<file path="src/rtl/alu_pkg.sv">
// rtl/alu_pkg.sv - shared widths, unit encodings and result record for the ALU result stage
package alu_pkg;

  localparam int DATA_W = 32;
  localparam int TAG_W  = 5;
  localparam int CNT_W  = 16;

  typedef enum logic [1:0] {
    UNIT_LOGIC = 2'b00,
    UNIT_ARITH = 2'b01,
    UNIT_SHIFT = 2'b10,
    UNIT_CMP   = 2'b11
  } unit_sel_t;

  // Everything that travels together through the main and skid registers.
  typedef struct packed {
    logic [DATA_W-1:0] result;
    logic              zero;
    logic              neg;
    logic              carry;
    logic              ovf;
    logic [TAG_W-1:0]  dest;
  } result_rec_t;

endpackage

</file>
<file path="src/rtl/alu_result_stage_if.sv">
// rtl/alu_result_stage_if.sv - upstream/downstream handshake bundle of the ALU result stage
interface alu_result_stage_if;
  import alu_pkg::*;

  logic              in_valid;
  logic              in_ready;
  unit_sel_t         in_unit_sel;
  logic [DATA_W-1:0] in_logic_data;
  logic [DATA_W-1:0] in_arith_data;
  logic [DATA_W-1:0] in_shift_data;
  logic [DATA_W-1:0] in_cmp_data;
  logic              in_carry;
  logic              in_overflow;
  logic [TAG_W-1:0]  in_dest;

  logic              out_valid;
  logic              out_ready;
  logic [DATA_W-1:0] out_result;
  logic              out_zero;
  logic              out_neg;
  logic              out_carry;
  logic              out_ovf;
  logic [TAG_W-1:0]  out_dest;
  logic [CNT_W-1:0]  out_retired_cnt;

  modport master (
    output in_valid, in_unit_sel, in_logic_data, in_arith_data, in_shift_data,
           in_cmp_data, in_carry, in_overflow, in_dest, out_ready,
    input  in_ready, out_valid, out_result, out_zero, out_neg, out_carry,
           out_ovf, out_dest, out_retired_cnt
  );

  modport slave (
    input  in_valid, in_unit_sel, in_logic_data, in_arith_data, in_shift_data,
           in_cmp_data, in_carry, in_overflow, in_dest, out_ready,
    output in_ready, out_valid, out_result, out_zero, out_neg, out_carry,
           out_ovf, out_dest, out_retired_cnt
  );

endinterface

</file>
<file path="src/rtl/alu_flag_gen.sv">
// rtl/alu_flag_gen.sv - unit result mux and status flag derivation (combinational)
module alu_flag_gen
  import alu_pkg::*;
(
  input  unit_sel_t         unit_sel,
  input  logic [DATA_W-1:0] logic_data,
  input  logic [DATA_W-1:0] arith_data,
  input  logic [DATA_W-1:0] shift_data,
  input  logic [DATA_W-1:0] cmp_data,
  input  logic              carry,
  input  logic              overflow,
  input  logic [TAG_W-1:0]  dest,
  output result_rec_t       rec
);

  logic [DATA_W-1:0] sel_data;

  always_comb begin
    sel_data = logic_data;
    case (unit_sel)
      UNIT_LOGIC: sel_data = logic_data;
      UNIT_ARITH: sel_data = arith_data;
      UNIT_SHIFT: sel_data = shift_data;
      UNIT_CMP:   sel_data = cmp_data;
      default:    sel_data = logic_data;
    endcase
  end

  // Carry/overflow only mean something for add/sub; other units report them clear.
  always_comb begin
    rec        = '0;
    rec.result = sel_data;
    rec.zero   = (sel_data == '0);
    rec.neg    = sel_data[DATA_W-1];
    rec.carry  = (unit_sel == UNIT_ARITH) & carry;
    rec.ovf    = (unit_sel == UNIT_ARITH) & overflow;
    rec.dest   = dest;
  end

endmodule

</file>
<file path="src/rtl/alu_result_stage.sv">
// rtl/alu_result_stage.sv - registered ALU result stage with 2-entry skid buffer and retire counter
module alu_result_stage
  import alu_pkg::*;
(
  input  logic                clk,
  input  logic                rst,
  alu_result_stage_if.slave   bus
);

  typedef enum logic [1:0] {
    ST_EMPTY = 2'd0,
    ST_ONE   = 2'd1,
    ST_FULL  = 2'd2
  } state_t;

  state_t           state, state_n;
  result_rec_t      cap_rec, main_q, skid_q;
  logic             in_ready_q;
  logic [CNT_W-1:0] cnt_q;
  logic             accept, oxfer, load_main, load_skid, skid_to_main;

  alu_flag_gen u_flag_gen (
    .unit_sel   (bus.in_unit_sel),
    .logic_data (bus.in_logic_data),
    .arith_data (bus.in_arith_data),
    .shift_data (bus.in_shift_data),
    .cmp_data   (bus.in_cmp_data),
    .carry      (bus.in_carry),
    .overflow   (bus.in_overflow),
    .dest       (bus.in_dest),
    .rec        (cap_rec)
  );

  assign accept = bus.in_valid & in_ready_q;
  assign oxfer  = bus.out_valid & bus.out_ready;

  always_comb begin
    state_n      = state;
    load_main    = 1'b0;
    load_skid    = 1'b0;
    skid_to_main = 1'b0;
    case (state)
      ST_EMPTY: if (accept) begin
        load_main = 1'b1;
        state_n   = ST_ONE;
      end
      ST_ONE: begin
        if (accept && oxfer) begin
          load_main = 1'b1;
        end else if (accept) begin
          load_skid = 1'b1;
          state_n   = ST_FULL;
        end else if (oxfer) begin
          state_n = ST_EMPTY;
        end
      end
      ST_FULL: if (oxfer) begin
        skid_to_main = 1'b1;
        state_n      = ST_ONE;
      end
      default: state_n = ST_EMPTY;
    endcase
  end

  // in_ready is registered from the next occupancy so it never depends on out_ready combinationally.
  always_ff @(posedge clk) begin
    if (rst) begin
      state      <= ST_EMPTY;
      main_q     <= '0;
      skid_q     <= '0;
      in_ready_q <= 1'b0;
      cnt_q      <= '0;
    end else begin
      state      <= state_n;
      in_ready_q <= (state_n != ST_FULL);
      if (load_main) begin
        main_q <= cap_rec;
      end else if (skid_to_main) begin
        main_q <= skid_q;
      end
      if (load_skid) begin
        skid_q <= cap_rec;
      end
      if (oxfer) begin
        cnt_q <= cnt_q + 1'b1;
      end
    end
  end

  assign bus.in_ready        = in_ready_q;
  assign bus.out_valid       = (state != ST_EMPTY);
  assign bus.out_result      = main_q.result;
  assign bus.out_zero        = main_q.zero;
  assign bus.out_neg         = main_q.neg;
  assign bus.out_carry       = main_q.carry;
  assign bus.out_ovf         = main_q.ovf;
  assign bus.out_dest        = main_q.dest;
  assign bus.out_retired_cnt = cnt_q;

endmodule

</file>
<file path="src/flat_wrapper.sv">
// flat-port wrapper written by rule: the top's interface ports become plain ports
module alu_result_stage_flat import alu_pkg::*;
  (clk, rst, bus_in_valid, bus_in_unit_sel, bus_in_logic_data, bus_in_arith_data, bus_in_shift_data, bus_in_cmp_data, bus_in_carry, bus_in_overflow, bus_in_dest, bus_out_ready, bus_in_ready, bus_out_valid, bus_out_result, bus_out_zero, bus_out_neg, bus_out_carry, bus_out_ovf, bus_out_dest, bus_out_retired_cnt);
  alu_result_stage_if bus_i ();
  input  logic clk;
  input  logic rst;
  input wire logic [$bits(bus_i.in_valid)-1:0] bus_in_valid;
  input wire logic [$bits(bus_i.in_unit_sel)-1:0] bus_in_unit_sel;
  input wire logic [$bits(bus_i.in_logic_data)-1:0] bus_in_logic_data;
  input wire logic [$bits(bus_i.in_arith_data)-1:0] bus_in_arith_data;
  input wire logic [$bits(bus_i.in_shift_data)-1:0] bus_in_shift_data;
  input wire logic [$bits(bus_i.in_cmp_data)-1:0] bus_in_cmp_data;
  input wire logic [$bits(bus_i.in_carry)-1:0] bus_in_carry;
  input wire logic [$bits(bus_i.in_overflow)-1:0] bus_in_overflow;
  input wire logic [$bits(bus_i.in_dest)-1:0] bus_in_dest;
  input wire logic [$bits(bus_i.out_ready)-1:0] bus_out_ready;
  output wire logic [$bits(bus_i.in_ready)-1:0] bus_in_ready;
  output wire logic [$bits(bus_i.out_valid)-1:0] bus_out_valid;
  output wire logic [$bits(bus_i.out_result)-1:0] bus_out_result;
  output wire logic [$bits(bus_i.out_zero)-1:0] bus_out_zero;
  output wire logic [$bits(bus_i.out_neg)-1:0] bus_out_neg;
  output wire logic [$bits(bus_i.out_carry)-1:0] bus_out_carry;
  output wire logic [$bits(bus_i.out_ovf)-1:0] bus_out_ovf;
  output wire logic [$bits(bus_i.out_dest)-1:0] bus_out_dest;
  output wire logic [$bits(bus_i.out_retired_cnt)-1:0] bus_out_retired_cnt;
  assign bus_i.in_valid = bus_in_valid;
  assign bus_i.in_unit_sel = bus_in_unit_sel;
  assign bus_i.in_logic_data = bus_in_logic_data;
  assign bus_i.in_arith_data = bus_in_arith_data;
  assign bus_i.in_shift_data = bus_in_shift_data;
  assign bus_i.in_cmp_data = bus_in_cmp_data;
  assign bus_i.in_carry = bus_in_carry;
  assign bus_i.in_overflow = bus_in_overflow;
  assign bus_i.in_dest = bus_in_dest;
  assign bus_i.out_ready = bus_out_ready;
  assign bus_in_ready = bus_i.in_ready;
  assign bus_out_valid = bus_i.out_valid;
  assign bus_out_result = bus_i.out_result;
  assign bus_out_zero = bus_i.out_zero;
  assign bus_out_neg = bus_i.out_neg;
  assign bus_out_carry = bus_i.out_carry;
  assign bus_out_ovf = bus_i.out_ovf;
  assign bus_out_dest = bus_i.out_dest;
  assign bus_out_retired_cnt = bus_i.out_retired_cnt;
  alu_result_stage u_core (.clk(clk), .rst(rst), .bus(bus_i));
endmodule
</file>
<file path="config.mk">
export PLATFORM = sky130hd
export DESIGN_NAME = alu_result_stage_flat
export DESIGN_NICKNAME = d
export VERILOG_FILES = /design/src/rtl/alu_pkg.sv /design/src/rtl/alu_result_stage_if.sv /design/src/rtl/alu_flag_gen.sv /design/src/rtl/alu_result_stage.sv /design/src/flat_wrapper.sv
export SDC_FILE = /design/constraint.sdc
export NUM_CORES = 1
export LEC_CHECK = 0
export BUFFER_PORTS_ARGS = -buffer_cell sky130_fd_sc_hd__buf_2
export CAP_MARGIN = 20
export CORE_MARGIN = 5
export CORE_UTILIZATION = 48
export DETAILED_ROUTE_END_ITERATION = 12
export GPL_TIMING_DRIVEN = 0
export PLACE_DENSITY = 0.87
export SLEW_MARGIN = 20
export SYNTH_ARGS = -nofsm -noshare
export SYNTH_HDL_FRONTEND = slang
export SYNTH_SLANG_ARGS = --single-unit
</file>
<file path="constraint.sdc">
create_clock -name clk -period 2.8 [get_ports clk]
set_input_delay 0.14 -clock clk [delete_from_list [all_inputs] [get_ports clk]]
set_output_delay 0.14 -clock clk [all_outputs]
set_load 0.01 [all_outputs]
</file>
* Word level (Yosys, flattened, before mapping)
Index checks and enable logic that the tools add are counted.
** Operators by class
- Add/sub/neg operators :: 1
- Equality and inequality tests :: 6
- Mux-type cells :: 16
- Bitwise operators :: 4
- Reductions and logical operators :: 6
** Operators by type and width (count)
- $pmux W32 S4 :: 1
- $mux W41 :: 2
- $logic_not A32 Y1 :: 1
- $add A16 B1 Y16 const B :: 1
- $mux W2 :: 5
- $eq A2 B2 Y1 const B :: 3
- $mux W1 :: 6
- $pmux W2 S3 :: 1
- $and A1 B1 Y1 :: 4
- $eq A2 B1 Y1 const B :: 2
- $logic_not A2 Y1 :: 2
- $reduce_bool A2 Y1 :: 2
- $ne A2 B2 Y1 const B :: 1
- $pmux W1 S2 :: 1
- $logic_and A1 B1 Y1 :: 1
** Word-level totals
- Bits in registers :: 101
- Bits of input ports :: 141
- Output and inout bits :: 59
- Logic and storage cells :: 48

* Longest topological paths before layout
Gate-level depths: netlist (run 1).
- Depth in word-level cells :: 7
- Mapped depth :: 7

* By module
Synthesis (run 1) repeated with hierarchy kept, for this count alone.
** Second synthesis, totals
- Cell total of the unflattened synthesis :: 523
- Area, all modules :: 4998.5 um^2
** Modules (own cells, without submodules)
- alu_result_stage :: times used 1, cells each 464, area each 4080.2 um^2, seq. area each 2021.9 um^2
- alu_flag_gen :: times used 1, cells each 59, area each 918.4 um^2, seq. area each 0.0 um^2

* Worst setup path before layout (run 1)
OpenSTA, ideal clock, no wires.
- Path kind :: in2reg
- From :: in bus_in_unit_sel[1]
- To :: reg u_core.main_q (netlist bit u_core.bus.out_zero)
- Setup time :: 0.086 ns
- Data arrival time :: 1.935 ns
- Data required time :: 2.714 ns
- Setup slack :: 0.779 ns
- Cell stages on the path :: 7
- Buffers on the path :: 2
- Cells stage by stage :: clkbuf_1 -> clkbuf_1 -> mux4_2 -> nor4_1 -> nand4_1 -> or2_1 -> a221oi_2
** Between the ends
- Word-level cells in the longest chain between the ends :: 4
** Ends and longest elaborated chain
- from (decl) :: line flat_wrapper.sv:8 : input wire logic [$bits(bus_i.in_unit_sel)-1:0] bus_in_unit_sel;
- $eq A2 B2 Y1, or another cell as far along :: line alu_flag_gen.sv:20 : case (unit_sel)
- $pmux W32 S4 * :: line alu_flag_gen.sv:20
- $logic_not A32 Y1 * :: line alu_flag_gen.sv:33 : rec.zero = (sel_data == '0);
- $mux W41 * :: line alu_result_stage.sv:76 : if (load_main) begin
- to (signal assigned) :: line alu_result_stage.sv:77 : main_q <= cap_rec;
- to (signal assigned) :: line alu_result_stage.sv:79 : main_q <= skid_q;
- to (decl) :: line alu_result_stage.sv:17 : result_rec_t cap_rec, main_q, skid_q;
Mark *: on every way between the ends. The rest lies on a longest branch, timed or not.
A chain may end at the register's enable or synchronous reset.

* Final worst setup path (run 1)
Same ends and word-level chain as after synthesis.

==> results of run 1 <==
-- through the flow --
| stage | util | hold slack [ns] | cells | cell area (um2) |
|---|---|---|---|---|
| floorplan | - | 0.2760 | 548 | 4768 |
| global route | 0.6292 | 0.03346 | 892 | 6122 |
| global placement | 0.6075 | 0.3982 | 876 | 5911 |
| detailed placement | 0.6075 | 0.4057 | 876 | 5911 |
| CTS | 0.6290 | 0.01782 | 891 | 6120 |
| finish | 0.6292 | 0.03199 | 892 | 6122 |
-- cell type report --
cell class / count / area (um2)
fill: 877 / 3607
clock inverter: 2 / 60.06
tap: 133 / 166.4
buffer: 46 / 202.7
timing repair buffer: 195 / 975.9
sequential: 99 / 1982
antenna: 1 / 2.502
inverter: 3 / 11.26
multi-input combinational: 400 / 2572
clock buffer: 13 / 148.9
-- cell families after synthesis --
| group | Yosys count | share of synthesized area |
|---|---|---|
| flops | 99 | 0.4156 |
| buf+inv | 49 | 0.04487 |
| xor+xnor | 11 | 0.02020 |
| mux | 34 | 0.1553 |
| simple gates | 260 | 0.2267 |
| fa+ha+maj | 1 | 0.002624 |
| compound gates | 94 | 0.1346 |
-- layer usage --
metal | track usage | share of wire | vias to the layer above
met5 | 0 | 0 | -
met4 | 0.07480 | 0.019 | 0
met3 | 0.06048 | 0.099 | 29
met2 | 0.4486 | 0.50 | 278
met1 | 0.3110 | 0.38 | 2410
li1 | - | - | 2362
-- state kept, by name, indices dropped and copies added (netlist names) --
register,cells
u_core.state,2
u_core.bus.out_carry,1
u_core.bus.out_zero,1
u_core.bus.out_retired_cnt,16
u_core.bus.out_neg,1
u_core.skid_q,40
u_core.bus.out_dest,5
u_core.bus.in_ready,1
u_core.bus.out_result,31
u_core.bus.out_ovf,1
-- worst reg2reg max path, cell delays in order, from the launching register on --
cell,delay (ns)
dfxtp_1,0.33
clkbuf_1,0.32
nor2_1,0.14
nand2_1,0.25
buf_1,0.41
clkbuf_1,0.46
a311oi_1,0.20
-- final timing paths --
kind | startpoint | endpoint | slack, ns | cells past startpoint
worst max-delay path | bus_in_unit_sel[1] | u_core.bus.out_zero | 0.53 | 7
worst min-delay path | bus_in_dest[0] | u_core.skid_q[0] | 0.03 | 3
worst max register to register | u_core.state[1] | u_core.bus.out_result[21] | 0.55 | 6
worst min register to register | u_core.skid_q[39] | u_core.skid_q[39] | 0.46 | 2
-- power groups by stage --
stage                     combinational (uW)  clock, uW  sequential, uW
final                                    505        997            1490
after global routing                     542       1060            1500
after CTS                                505        999            1490
after detailed placement                 503          0            1530
after global placement                   491          0            1520
after floorplan                          255          0            1540
-- placed cells by master, fill, tap and decap left out, drive strengths merged, types with 12 or more instances in the layout --
| cell type | count |
|---|---|
| nand2 | 166 |
| nor2 | 54 |
| a21oi | 46 |
| a311oi | 39 |
| nor4 | 12 |
| dfxtp | 99 |
| buf | 202 |
| mux4 | 32 |
| clkbuf | 52 |
==> flow_summary_export.csv, run 1 <==
group,metric,value,unit
critical_path,cpMostUsedCell,"clkbuf_1",
power_and_ir_drop,seqPwrFrac,0.499,
layout,layout-drive-gt1-share,0.3259,
sta,fmax,440.4,MHz
clocking,clkLatencyLatePin,0.36,ns
clocking,cts-root-buf,"clkbuf_8",
clocking,hold_buffers,0,
logic_synthesis,synth_edf_count,0,
placement,portBuffers,195,
power_and_ir_drop,sw_frac_of_total,0.2574,
logic_synthesis,yosysMostFrequentCell,"nand2_1",
critical_path,crit_arrival,2.55,ns
sta,hold_violations,0,
die,coreArea,9729,um2
critical_path,end_kind,"register",
placement,dp_slack,0.1718,ns
logic_synthesis,synth_nets,690,
power_and_ir_drop,peakVddDrop,0.3073,mV
die,die_area,12030,um2
sta,skew,0.007675,ns
sta,rsz0062_at_grt,"false",
logic_synthesis,synth_top_area_share,0.4156,
logic_synthesis,ys_types,35,
logic_synthesis,yosysWarnings,0,
sta,fin_crit,2.271,ns
clocking,clk_path_buf_depth,2,
drt,vias,5079,
die,initial_core_util,0.4901,
logic_synthesis,ys_seq_elements,99,
sta,worst_slew_pin_slew,0.7341,ns
global_routing,grt-ovfl-total,0,
logic_synthesis,synth_area_leader_cell,"dfxtp_1",
clocking,cts_buffers,9,
sta,fin_ws,0.5292,ns
global_routing,grt_usage,0.2553,
die,dieWidth,109.7,um
power_and_ir_drop,cellLeakagePower,0.002450,uW
placement,dpl.hpwl,12830,um
clocking,cts.sinks,99,
global_routing,grt_pass1_vias,5032,
logic_synthesis,synthArstFlopShare,0,
sta,fin_crit_sh,0.8110,
logic_synthesis,seq_area_frac_synth,0.4156,
logic_synthesis,synth_area,4768,um2
layout,final_nets,896,
drt,drc,0,
logic_synthesis,synthTopCellsByArea,"dfxtp_1 42%, mux4_2 15%, nand2_1 13%",
power_and_ir_drop,finalPower,2997,uW
placement,gp_congestion,0.8582,
power_and_ir_drop,switchingPower,771.5,uW
power_and_ir_drop,p_int,2225,uW
drt,drtPass1Iterations,7,
critical_path,path_cells,"clkbuf_1 > clkbuf_1 > mux4_2 > nor4_1 > nand4_1 > or2_1 > a221oi_2",
status,status,"finished, final reports clean",
drt,routedWlPerCell,17.86,um
critical_path,cp.required,3.08,ns
clocking,h-tree-depth,3,
drt,final_antenna_net_count,0,
job,maxCapViolations,0,
layout,syn_to_final_growth,28.39,%
die,die_h,109.7,um
critical_path,worstSetupStartpointType,"input port",
min_path,hold_path_class,"in -> reg",
critical_path,critPathSlowestCell,"clkbuf_1",
logic_synthesis,avgSynthCellArea,8.701,um2
sta,slew_viol_final,0,
sta,max-slew-margin-rel,0.5106,
critical_path,criticalPathCategory,"in -> reg",
drt,drt-initial-drc-count,383,
critical_path,slowest_delay,0.50,ns
global_routing,grt_pass1_wl,23900,um
die,row_count,36,
logic_synthesis,synth_top_cells_by_count,"166 x nand2_1, 99 x dfxtp_1, 54 x nor2_1, 46 x a21oi_1",
critical_path,path_delay_family,"simple AND/OR/NAND/NOR gates",
clocking,cts.clk_slew.worst_paths,0.09,ns
drt,via_per_inst,5.694,
logic_synthesis,synthFlopType,"dfxtp_1",
critical_path,cp_max_fo,10,
power_and_ir_drop,p_comb_frac,0.169,
power_and_ir_drop,clock_power_share,0.333,
clocking,cts_tree,"built",
clocking,post_cts_buffers,0,
global_routing,grt_max_degree,15,
sta,fin_setup_tns,0,ns
logic_synthesis,synthCells,548,
global_routing,antenna_found_initial,1,
critical_path,critPathBufInv,2,
sta,setup_violations,0,
power_and_ir_drop,cellPowerDensity,489.5,nW/um2
drt,routed_wl,15930,um
clocking,ctsResizeCount,0,
die,ios,200,
Power figures use the tool's default switching activity.
==> run 2, diff against run 1 <==
Settings changed: CORE_UTILIZATION 48 to 44, PLACE_DENSITY 0.87 to 0.84.
Clock period 2.8 ns to 2.05 ns, I/O delays scaled along.
==> run 2 against run 1 <==
First-iteration DRC count down 20%. Total power up 32%. Combinational power is 39% higher. Clock skew increased by 0.0093 ns. Cell area grew 0.98%. Wire length up 0.24%. Sequential cell count stayed put. Sequential power increased by 37%. Register-to-register slack worse by 0.37 ns. Critical endpoint unchanged. Largest power group unchanged.
==> flow_summary_export.csv, run 2 (synthesized netlist as in run 1, its figures left out) <==
group,metric,value,unit
power_and_ir_drop,cellLeakagePower,0.002509,uW
sta,fin_crit_sh,0.9750,
sta,hold_ws,0.1136,ns
drt,via_per_inst,5.538,
clocking,cts.clk_slew.worst_paths,0.10,ns
global_routing,grt_max_degree,17,
global_routing,grt-ovfl-total,0,
job,maxCapViolations,0,
global_routing,grt_usage,0.2371,
die,dieWidth,114.1,um
critical_path,cp_max_fo,10,
die,ios,200,
sta,fmax,500.3,MHz
sta,max-slew-margin-rel,0.6418,
placement,gp_congestion,0.8396,
layout,syn_to_final_growth,29.65,%
sta,setup_violations,0,
clocking,cts-root-buf,"clkbuf_8",
drt,routed_wl,15970,um
die,die_h,114.1,um
die,initial_core_util,0.4438,
layout,final_cell_mix,"195 x buf_2, 166 x nand2_1, 99 x dfxtp_1",
critical_path,crit_arrival,2.28,ns
drt,final_antenna_net_count,0,
sta,skew,0.01695,ns
layout,final_common_cell,"buf_2",
clocking,cts_buffers,9,
sta,rsz0062_at_grt,"false",
die,coreArea,10750,um2
layout,top_register,"u_core.skid_q",
sta,slew_viol_final,0,
global_routing,antenna_found_initial,0,
critical_path,criticalPathCategory,"in -> reg",
layout,layout-drive-gt1-share,0.3499,
drt,routedWlPerCell,17.68,um
layout,final_nets,901,
die,row_count,38,
power_and_ir_drop,peakVddDrop,0.4029,mV
sta,hold_violations,0,
sta,worst_slew_pin_slew,0.5373,ns
die,die_area,13020,um2
status,status,"finished, final reports clean",
layout,antenna_cells,0,
layout,largest_reg_flops,40,
power_and_ir_drop,cellPowerDensity,638.3,nW/um2
sta,fin_crit,1.999,ns
global_routing,grt_pass1_wl,24560,um
drt,drc,0,
global_routing,grt_pass1_vias,4916,
clocking,cts_tree,"built",
clocking,h-tree-depth,3,
placement,portBuffers,195,
drt,drtPass1Iterations,5,
clocking,clkLatencyLatePin,0.36,ns
critical_path,worstSetupStartpointType,"input port",
clocking,clk_path_buf_depth,2,
placement,dpl.hpwl,12530,um
clocking,cts.sinks,99,
drt,drt-initial-drc-count,307,
clocking,post_cts_buffers,0,
critical_path,end_kind,"register",
critical_path,cp.required,2.33,ns
sta,fin_setup_tns,0,ns
min_path,hold_path_class,"in -> reg",
drt,vias,5001,
run 2: cell types whose count changed in the layout (fill, tap and decap cells not counted), moves of 2 or more:
cell           before  now
bufinv_16           2    0
clkbuf_1           42   24
clkbuf_2            0   14
clkbuf_4            0    2
dlygate4sd3_1       0    5
inv_6               0    2
run 2: final timing paths:
check | from | end | slack (ns) | cells after the start
worst max register to register | u_core.state[1] | u_core.bus.out_result[20] | 0.18 | 6
worst max-delay path | bus_in_unit_sel[1] | u_core.bus.out_zero | 0.05 | 7
worst min register to register | u_core.skid_q[26] | u_core.skid_q[26] | 0.46 | 2
worst min-delay path | bus_in_valid | u_core.bus.in_ready | 0.11 | 4
run 2: cell type report:
type | count | area [um2]
Sequential cell | 99 | 1982
Inverter | 3 | 11.26
Fill cell | 1051 | 4563
Buffer | 46 | 227.7
Clock buffer | 11 | 151.4
Clock inverter | 4 | 33.78
Timing Repair Buffer | 200 | 1026
Tap cell | 140 | 175.2
Multi-Input combinational cell | 400 | 2575
run 2: metrics by stage:
| stage | setup WS (ns) | cell area, um2 | util | cells | power, uW |
|---|---|---|---|---|---|
| 2_1_floorplan | 0.06664 | 4768 | - | 548 | 2455 |
| 3_3_place_gp | -0.5947 | 5919 | 0.5509 | 883 | 2758 |
| 3_5_place_dp | -0.6024 | 5919 | 0.5509 | 883 | 2771 |
| 4_1_cts | 0.004619 | 6162 | 0.5735 | 903 | 3954 |
| 5_1_grt | 0.02609 | 6182 | 0.5753 | 903 | 4101 |
| 6_report | 0.05131 | 6182 | 0.5753 | 903 | 3946 |
run 2: where the power goes:
group / total (uW) / switching (uW) / leakage [uW] / internal [uW]
combinational: 701 / 366 / 0.00161 / 336
clock: 1210 / 694 / 0.0000924 / 513
sequential: 2040 / 41.8 / 0.000806 / 2000
total: 3950 / 1100 / 0.00251 / 2850
run 2: critical path, stage by stage:
cell and delay [ns]:
clkbuf_1 0.27, clkbuf_4 0.32, mux4_2 0.38, nor4_1 0.41, nand4_1 0.21, or2_1 0.31
a221oi_2 0.27
run 2: metal layers:
layer  part of all wire  track usage
met4              0.020      0.06888
met2               0.49       0.4118
met5                  0            0
met1               0.40       0.2966
met3              0.084      0.05127
run 2: what timing repair did:
action | in CTS | in global routing
gates resized for setup | 6 | 24
hold buffers | 5 | 0
endpoints found under the setup margin | 32 | 49
endpoints found under the hold margin | 5 | 0
==> run 3, diff against run 2 <==
Settings changed: BUFFER_PORTS_ARGS -buffer_cell sky130_fd_sc_hd__buf_2 to default, CORE_UTILIZATION 44 to 50, DONT_BUFFER_PORTS from default to 1, PLACE_DENSITY 0.84 to 0.75.
==> run 3 against run 2 <==
Cell area decreased by 16%. Via count is 15% lower. Sequential share of layout area grew 6.0 points. Critical path depth did not move. Utilization shrank 1.5 points. Register-to-register slack about the same. Sequential cell count is the same. Non-clock buffer count decreased by 194. Critical path type unchanged.
==> flow_summary_export.csv, run 3 (synthesized netlist as in run 1, its figures left out) <==
group,metric,value,unit
die,ios,200,
sta,rsz0062_at_grt,"false",
power_and_ir_drop,clock_power_share,0.321,
critical_path,critPathSlowestCell,"nor4_1",
job,maxCapViolations,0,
power_and_ir_drop,cellPowerDensity,722.3,nW/um2
die,dieWidth,107.7,um
critical_path,criticalPathCategory,"in -> reg",
drt,routed_wl,14350,um
die,row_count,35,
clocking,cts.clk_slew.worst_paths,0.09,ns
layout,layout-drive-gt1-share,0.1197,
sta,worst_slew_pin_slew,0.5194,ns
layout,final_cell_mix,"165 x nand2_1, 99 x dfxtp_1, 54 x nor2_1",
sta,max-slew-margin-rel,0.6537,
layout,ff_latch_area,1982,um2
drt,drt-initial-drc-count,329,
status,status,"finished, final reports clean",
critical_path,r2r_cells,6,
sta,fin_crit,1.910,ns
placement,gp_congestion,0.8435,
clocking,cts-root-buf,"clkbuf_8",
power_and_ir_drop,seqPwrFrac,0.555,
power_and_ir_drop,cellLeakagePower,0.001662,uW
critical_path,cp.required,2.32,ns
clocking,post_cts_buffers,0,
placement,dp_slack,-0.5537,ns
min_path,min_to,"u_core.skid_q[6]",
sta,fin_setup_tns,0,ns
layout,antenna_cells,0,
sta,hold_ws,0.08277,ns
critical_path,slowest_delay,0.38,ns
min_path,hold_path_class,"in -> reg",
critical_path,r2r-start,"u_core.state[0]",
sta,skew,0.009002,ns
drt,routedWlPerCell,20.59,um
drt,vias,4248,
clocking,clkLatencyLatePin,0.35,ns
critical_path,reg2reg_to,"u_core.skid_q[1]",
critical_path,crit_arrival,2.18,ns
layout,final_common_cell,"nand2_1",
sta,setup_violations,0,
drt,drtPass1Iterations,5,
clocking,clk_path_buf_depth,2,
global_routing,grt_pass1_vias,4115,
drt,via_per_inst,6.095,
critical_path,r2r_slack,0.19,ns
die,coreArea,9284,um2
layout,multiInputGateArea,2581,um2
global_routing,grt_pass1_wl,21640,um
placement,dpl.hpwl,11250,um
layout,syn_to_final_growth,9.131,%
drt,drc,0,
power_and_ir_drop,peakVddDrop,0.3511,mV
die,die_area,11590,um2
sta,fin_ws,0.1400,ns
clocking,cts.sinks,99,
global_routing,grt-ovfl-total,0,
layout,final_nets,707,
critical_path,path_cells,"clkbuf_1 > clkbuf_4 > mux4_2 > nor4_1 > nand4_1 > or2_1 > a221oi_2",
sta,fin_crit_sh,0.9317,
min_path,min_path_cells,3,
layout,top_register,"u_core.skid_q",
sta,slew_viol_final,0,
global_routing,antenna_found_initial,0,
min_path,min_from,"bus_in_carry",
critical_path,end_kind,"register",
die,initial_core_util,0.5136,
global_routing,grt_max_degree,15,
die,die_h,107.7,um
sta,hold_violations,0,
drt,final_antenna_net_count,0,
clocking,h-tree-depth,3,
layout,largest_reg_flops,40,
global_routing,grt_usage,0.2396,
clocking,cts_tree,"built",
critical_path,worstSetupStartpointType,"input port",
clocking,cts_buffers,9,
power_and_ir_drop,p_comb_frac,0.123,
critical_path,cp_max_fo,10,
layout,fillCellCount,840,
placement,portBuffers,0,
power_and_ir_drop,sw_frac_of_total,0.2581,
power_and_ir_drop,p_int,2788,uW
sta,fmax,523.6,MHz
power_and_ir_drop,switchingPower,970.3,uW
==> run 3: cell types whose count changed in the layout (fill, tap and decap cells not counted), sizes merged <==
cell,change
buf,-195
bufinv,+1
clkbuf,+1
clkinv,-1
dlygate4sd3,+1
inv,-2
==> run 3: through the flow <==
step / power [uW] / util / instance area (um2) / cells
floorplan: 2455 / - / 4768 / 548
global placement: 2567 / 0.5310 / 4930 / 677
detailed placement: 2577 / 0.5310 / 4930 / 677
CTS: 3778 / 0.5580 / 5180 / 697
global route: 3911 / 0.5605 / 5204 / 697
finish: 3759 / 0.5605 / 5204 / 697
==> run 3: power groups by stage <==
stage | Sequential (uW) | Clock (uW) | Combinational, uW
6_report | 2090 | 1210 | 464
5_1_grt | 2100 | 1310 | 505
4_1_cts | 2090 | 1230 | 456
3_3_place_gp | 2130 | 0 | 434
2_1_floorplan | 2110 | 0 | 348
3_5_place_dp | 2140 | 0 | 442
==> run 3: routing by layer <==
metal	routed length [um]	global-route usage	vias up
li1	-	-	1979
met5	0	0	-
met3	1214	0.05399	28
met1	5920	0.3205	2024
met2	6895	0.3792	217
met4	322	0.08927	0
==> run 3: critical path, delay by kind of cell <==
kind / cells / cell delay, ns
buf+inv: 2 / 0.58
simple gates: 3 / 0.85
compound gates: 1 / 0.27
mux: 1 / 0.37
==> run 3: final cells by class <==
cell class,instances,area share
Inverter,3,0.002164
Tap cell,129,0.03102
Timing Repair Buffer,6,0.01154
Buffer,46,0.04328
Sequential cell,99,0.3809
Clock buffer,12,0.02789
Clock inverter,2,0.007213
Multi-Input combinational cell,400,0.4960
==> run 3: repair_timing <==
item | in CTS | in global routing
endpoints found under the hold margin | 11 | 0
hold buffers | 6 | 0
gates resized for setup | 6 | 21
endpoints found under the setup margin | 32 | 47
gates cloned | 0 | 0
==> run 3: how the worst max path moves through the flow <==
stage	startpoint	to	slack, ns	cells after the start
finish	bus_in_unit_sel[1]	u_core.bus.out_zero	0.14	7
global route	u_core.state[0]	u_core.skid_q[1]	0.02	6
CTS	u_core.state[1]	u_core.bus.out_result[17]	0.04	6
detailed placement	bus_in_unit_sel[1]	u_core.bus.out_zero	-0.55	7
global placement	bus_in_unit_sel[1]	u_core.bus.out_zero	-0.50	7
floorplan	bus_in_unit_sel[1]	u_core.bus.out_zero	0.07	7
